$ cat src/rtl/nes_attr_palette_sel_pkg.sv
// Shared constants, tag layout and quadrant helper for the NES attribute
// palette-select pipeline.
package nes_attr_palette_sel_pkg;

  localparam int NES_W    = 256;  // NES picture width in NES pixels
  localparam int NES_H    = 240;  // NES picture height in NES pixels
  localparam int ATTR_AW  = 7;    // attribute ROM address width {nt, arow, acol}
  localparam int ATTR_BLK = 32;   // pixels covered by one attribute byte per axis
  localparam int QUAD     = 16;   // pixels covered by one 2-bit palette field per axis

  localparam int BLK_LSB  = $clog2(ATTR_BLK);
  localparam int QUAD_LSB = $clog2(QUAD);

  // Quadrant encoding {qy, qx} inside a 32x32 attribute block.
  localparam logic [1:0] QUAD_TL = 2'b00;
  localparam logic [1:0] QUAD_TR = 2'b01;
  localparam logic [1:0] QUAD_BL = 2'b10;
  localparam logic [1:0] QUAD_BR = 2'b11;

  // Per-pixel side information that travels alongside the ROM read.
  typedef struct packed {
    logic in_pic;
    logic qy;
    logic qx;
  } attr_tag_t;

  // Pick the 2-bit palette field of an attribute byte for a quadrant.
  function automatic logic [1:0] quad_pick(input logic [7:0] attr, input logic [1:0] sh);
    logic [1:0] sel;
    sel = attr[1:0];
    case (sh)
      QUAD_TL: sel = attr[1:0];
      QUAD_TR: sel = attr[3:2];
      QUAD_BL: sel = attr[5:4];
      QUAD_BR: sel = attr[7:6];
      default: sel = attr[1:0];
    endcase
    return sel;
  endfunction

endpackage

$ cat src/rtl/nes_attr_palette_sel_attr_tag_pipe.sv
// Two-stage delay for the per-pixel tag so it lines up with the ROM data.
// A synchronous clear drops any in-flight pixels on reset.
module attr_tag_pipe
  import nes_attr_palette_sel_pkg::*;
(
  input  logic      clk,
  input  logic      rst,
  input  attr_tag_t i_tag,
  output attr_tag_t o_tag
);

  attr_tag_t r_tag_s1;
  attr_tag_t r_tag_s2;

  // Shift the tag two stages; reset flushes both.
  always_ff @(posedge clk) begin
    if (rst) begin
      r_tag_s1 <= '0;
      r_tag_s2 <= '0;
    end else begin
      r_tag_s1 <= i_tag;
      r_tag_s2 <= r_tag_s1;
    end
  end

  assign o_tag = r_tag_s2;

endmodule

$ cat src/rtl/nes_attr_palette_sel.sv
// Maps VGA pixel counters plus a horizontal scroll to an attribute ROM
// address, then picks the 2-bit palette select for the pixel's quadrant.
// Output lags col/row by exactly three clocks, one pixel per clock.
module nes_attr_palette_sel
  import nes_attr_palette_sel_pkg::*;
#(
  parameter int PIX_SHIFT = 1,
  parameter int X_OFS     = 32
) (
  input  logic               clk,
  input  logic               rst,
  input  logic [9:0]         col,
  input  logic [9:0]         row,
  input  logic               visible,
  input  logic               frame_start,
  input  logic [8:0]         scroll_x,
  output logic [ATTR_AW-1:0] attr_addr,
  input  logic [7:0]         attr_dout,
  output logic [1:0]         pal_sel,
  output logic               pal_valid
);

  logic [8:0]         r_scroll_q;
  logic [10:0]        w_sx;
  logic [9:0]         w_sy;
  logic               w_in_pic;
  logic [8:0]         w_wx;
  logic [ATTR_AW-1:0] w_addr;
  attr_tag_t          w_tag_s0;
  attr_tag_t          w_tag_s2;

  // Scroll is only picked up at frame start so a frame never tears.
  always_ff @(posedge clk) begin
    if (rst) begin
      r_scroll_q <= '0;
    end else if (frame_start) begin
      r_scroll_q <= scroll_x;
    end
  end

  // Pixel coordinate mapping and attribute address formation.
  always_comb begin
    // Columns left of the picture go negative and wrap to large unsigned
    // values, so one unsigned compare against NES_W rejects both sides.
    w_sx     = 11'({1'b0, col} >> PIX_SHIFT) - 11'(X_OFS);
    w_sy     = row >> PIX_SHIFT;
    w_in_pic = visible && (w_sx < 11'(NES_W)) && (w_sy < 10'(NES_H));
    w_wx     = {1'b0, w_sx[7:0]} + r_scroll_q;
    w_addr   = {w_wx[8], w_sy[BLK_LSB+2:BLK_LSB], w_wx[BLK_LSB+2:BLK_LSB]};
    w_tag_s0 = '{in_pic: w_in_pic, qy: w_sy[QUAD_LSB], qx: w_wx[QUAD_LSB]};
  end

  // Address register; held outside the picture to avoid needless ROM toggling.
  always_ff @(posedge clk) begin
    if (rst) begin
      attr_addr <= '0;
    end else if (w_in_pic) begin
      attr_addr <= w_addr;
    end
  end

  attr_tag_pipe u_tag_pipe (
    .clk   (clk),
    .rst   (rst),
    .i_tag (w_tag_s0),
    .o_tag (w_tag_s2)
  );

  // Final stage: select the quadrant field, forced to zero outside the picture.
  always_ff @(posedge clk) begin
    if (rst) begin
      pal_sel   <= 2'b00;
      pal_valid <= 1'b0;
    end else begin
      pal_valid <= w_tag_s2.in_pic;
      pal_sel   <= w_tag_s2.in_pic ? quad_pick(attr_dout, {w_tag_s2.qy, w_tag_s2.qx}) : 2'b00;
    end
  end

endmodule
$ cat config.mk
export PLATFORM = sky130hd
export DESIGN_NAME = nes_attr_palette_sel
export DESIGN_NICKNAME = d
export VERILOG_FILES = /design/src/rtl/nes_attr_palette_sel_pkg.sv /design/src/rtl/nes_attr_palette_sel_attr_tag_pipe.sv /design/src/rtl/nes_attr_palette_sel.sv
export SDC_FILE = /design/constraint.sdc
export NUM_CORES = 1
export LEC_CHECK = 0
export CAP_MARGIN = 30
export CORE_UTILIZATION = 47
export CTS_BUF_LIST = sky130_fd_sc_hd__clkbuf_4
export DETAILED_ROUTE_END_ITERATION = 12
export PLACE_DENSITY = 0.87
export SYNTH_ARGS = -nofsm -noshare
export SYNTH_HDL_FRONTEND = slang
export SYNTH_HIERARCHICAL = 1
export SYNTH_SLANG_ARGS = --single-unit
$ cat constraint.sdc
create_clock -name clk -period 3.6 [get_ports clk]
set_input_delay 1.08 -clock clk [delete_from_list [all_inputs] [get_ports clk]]
set_output_delay 1.08 -clock clk [all_outputs]
set_load 0.01 [all_outputs]
==> reports/summary.md <==
The worst-margin pin slew was 0.545 ns; the die outline height was 52.6 microns. Of all flip-flops after synthesis, the portion carrying an async set or reset was 0%. The setup check on the worst reg-to-reg path leaves a slack of 1.73 ns. The number of search-and-repair iterations in the first detailed-routing pass is 4, and the static leakage is 0.683 nW.

The run finished with clean final reports. The portion of synthesized cell area occupied by the leading cell type was 41.5%; the final critical-path share of the clock period was 80.4%. Setup repair after global routing left no endpoint under its margin.

Clock-pin slew was measured on the worst setup and hold paths at 0.13 ns. The tools report the internal power summed over all cells as 408 uW. The run gives 0.451 ns as the minimum hold slack. VDD sags by at most 0.266 mV.

The worst hold-check path type is reg2reg. After detailed routing, the number of vias per cell comes to 5.39. Proportion of layout cells with a drive suffix above 1: 5.88%. TritonCTS built the clock tree.

The width of the chip is 52.6 microns. The final route contains 1068 vias. After synthesis, the cell types taking the most area are sky130_fd_sc_hd__dfxtp_1, sky130_fd_sc_hd__mux2i_1, sky130_fd_sc_hd__ha_1.

Global routing used 19.1% of the available tracks across all layers. The hold violation total from the final report came out at 0. Global placement routability congestion: 0.788.

The worst setup path is of the in2reg kind. After legalization and detailed placement, the total HPWL measured 1980 microns. In this run the mean area of a mapped cell was 9.72 sq um. The clock passes through at most 2 buffers.

At the worst endpoint, the required time is 3.82 ns. Wire length per cell: 12.5 microns. Gates resized during post-CTS repair numbered 0. The initial antenna violation count is 0, and the total setup violations reported at the end of the flow is 0. When the netlist entered floorplanning its net count stood at 173. The sequential cell area fraction in the yosys report came out at 41.5%. After detailed routing, the total wire length is 2480 microns. The tools report the data arrival time of the worst path as 3.11 ns.

The run gives 22.6% as the part of the total power dissipated in the clock network. For this design the top-level I/O count stands at 51. The highest attainable clock frequency is 346 MHz. The tree is rooted in a sky130_fd_sc_hd__clkbuf_4.

The logs give 988 for the via count of the first global-routing pass and 0 for the diode insertion count for antenna repair. The run gives 0 as the total global routing overflow. The worst setup path is captured at a flop. The tools report the die outline area as 2770 sq um. For the gate count of the mapped netlist, the log shows 124. The total of hold buffers inserted after clock tree synthesis came out at 0.

In the synthesized netlist, the cells that appear most often are sky130_fd_sc_hd__dfxtp_1, sky130_fd_sc_hd__nor2_1, sky130_fd_sc_hd__mux2i_1, sky130_fd_sc_hd__ha_1, sky130_fd_sc_hd__o21ai_0. Clock period minus final worst setup slack: 2.89 ns. The wire length of the first global-routing pass is 3910 microns, and the part of the power in registers is 54.1%. For the final routed database, the setup TNS stands at 0 ns. The core region is 2320 sq um.

The maximum number of pins on one net before global-route repair was 26. Max-cap violations in this run came to 0. The cell type with the highest aggregate area in the netlist was sky130_fd_sc_hd__dfxtp_1. After floorplanning, the core was divided into 17 placement rows. The logs give 23.3% for the combinational cell fraction of total power and 0 for the max-slew violation count.

The cell area that synthesis handed to floorplanning was 1200 sq um. In this run, the number of DRC markers left after iteration 0 of detailed routing was 16. The logs give 6 for the count of warnings emitted by yosys and 0 for the antenna violation net count after detailed routing. Effective utilization at floorplan: 52.0%. The number of synthesized flops with an enable pin is 0, and the switching power summed over all nets is 140 uW. The number of clock buffers added by TritonCTS is 3. Among all cell types in the netlist, the one instantiated most often is sky130_fd_sc_hd__dfxtp_1.

Along the worst path, the maximum fanout reaches 7. For the post-detailed-route DRC marker count, the log shows 0. Between clock sinks in the finished design, the worst skew comes to 0.000843 ns. The net count of the finished layout is 220. The clock latency on the worst-skew pair is 0.31 ns, and the register bit count reported by yosys is 25. The run gives 1 as the number of H-tree branching levels. STA classifies the critical path startpoint as a primary input. In this run the power density over the cells is 321 nW/um^2.

The switching part of the total power is 25.6%, and the clock net sink count is 25. Port buffering added 44 buffers. The signed area change from the synthesized netlist to the final layout was 41.8%. The most used flip-flop cell after synthesis is sky130_fd_sc_hd__dfxtp_1. The worst slew margin relative to its limit is 63.6%. After clock tree synthesis, the setup repair step added 0 buffers.

The synthesized netlist contains 30 unique library cells.
path summary, 6_finish.rpt:
check / cells past startpoint / end / start
setup / recovery: 10 / attr_addr[2]$_SDFFE_PP0P_ / col[6]
hold / removal: 1 / u_tag_pipe/o_tag[1]$_SDFF_PP0_ / u_tag_pipe/r_tag_s1[1]$_SDFF_PP0_
setup reg to reg: 6 / attr_addr[1]$_SDFFE_PP0P_ / r_scroll_q[2]$_SDFFE_PP0P_
hold reg to reg: 1 / u_tag_pipe/o_tag[1]$_SDFF_PP0_ / u_tag_pipe/r_tag_s1[1]$_SDFF_PP0_
sequential cells by signal (all words and copies together) (netlist names):
register / cells
attr_addr: 7
pal_sel: 2
pal_valid: 1
r_scroll_q: 9
u_tag_pipe/o_tag: 3
u_tag_pipe/r_tag_s1: 3
layout make-up:
cell class	count	area [sq um]
Clock buffer	3	22.5
Clock inverter	1	7.51
Fill cell	181	609
Inverter	6	22.5
Multi-Input combinational cell	89	666
Sequential cell	25	500
Tap cell	28	35.0
Timing Repair Buffer	46	455
kinds of logic after synthesis:
kind of cell / Yosys count / synth area share (%)
DFF: 25 / 41.5
muxes: 14 / 13.7
AOI/OAI and AO/OA: 24 / 12.5
and+or+nand+nor: 41 / 19.3
xor gates and xnor gates: 2 / 1.45
adders and majority gates: 8 / 8.31
buffers and inverters: 10 / 3.22
power by group through the flow:
stage | registers (mW) | clock network [mW] | logic [mW]
after floorplan | 0.304 | 0 | 0.0653
after global placement | 0.303 | 0 | 0.122
after detailed placement | 0.303 | 0 | 0.127
after CTS | 0.297 | 0.129 | 0.128
after global routing | 0.299 | 0.140 | 0.139
final | 0.297 | 0.124 | 0.128
worst max-delay path, cell delays in order:
cell                              delay, ns
sky130_fd_sc_hd__clkdlybuf4s50_1       0.50
sky130_fd_sc_hd__inv_1                 0.07
sky130_fd_sc_hd__ha_1                  0.27
sky130_fd_sc_hd__inv_1                 0.04
sky130_fd_sc_hd__ha_1                  0.36
sky130_fd_sc_hd__a21oi_1               0.19
sky130_fd_sc_hd__o21ai_0               0.12
sky130_fd_sc_hd__or3_1                 0.31
sky130_fd_sc_hd__nand4b_1              0.10
sky130_fd_sc_hd__o21ai_0               0.07
layout by cell type, fill, tap and decap left out, types with 2 or more instances in the layout:
master,n
sky130_fd_sc_hd__clkdlybuf4s50_1,44
sky130_fd_sc_hd__dfxtp_1,25
sky130_fd_sc_hd__nor2_1,14
sky130_fd_sc_hd__mux2i_1,12
sky130_fd_sc_hd__o21ai_0,8
sky130_fd_sc_hd__ha_1,8
sky130_fd_sc_hd__nor2b_1,7
sky130_fd_sc_hd__inv_1,6
sky130_fd_sc_hd__a21oi_1,6
sky130_fd_sc_hd__nand4_1,4
sky130_fd_sc_hd__nand3b_1,3
sky130_fd_sc_hd__clkbuf_4,3
sky130_fd_sc_hd__or4b_1,2
sky130_fd_sc_hd__nand2b_1,2
sky130_fd_sc_hd__a31oi_1,2
sky130_fd_sc_hd__nand4b_1,2
sky130_fd_sc_hd__a21o_1,2
sky130_fd_sc_hd__a221oi_1,2
sky130_fd_sc_hd__nor3_1,2
sky130_fd_sc_hd__mux4_2,2
sky130_fd_sc_hd__and2_1,2
sky130_fd_sc_hd__buf_4,2
metrics by stage:
step | setup WS [ns] | cell area, sq um | utilization (%) | power [mW] | instances
after detailed placement | 0.380 | 1680 | 72.4 | 0.430 | 194
after CTS | 0.734 | 1710 | 73.7 | 0.554 | 198
after global placement | 0.454 | 1680 | 72.4 | 0.425 | 194
after floorplan | 1.05 | 1200 | - | 0.369 | 124
after global routing | 0.636 | 1710 | 73.7 | 0.578 | 198
final | 0.706 | 1710 | 73.7 | 0.548 | 198
metal layers:
layer | wire length [microns] | track usage, %
met2 | 1260 | 34.8
met1 | 1070 | 22.2
met5 | 0 | 0
met3 | 141 | 3.19
met4 | 13 | 6.58
No activity file was read; power rests on OpenSTA's default activity.
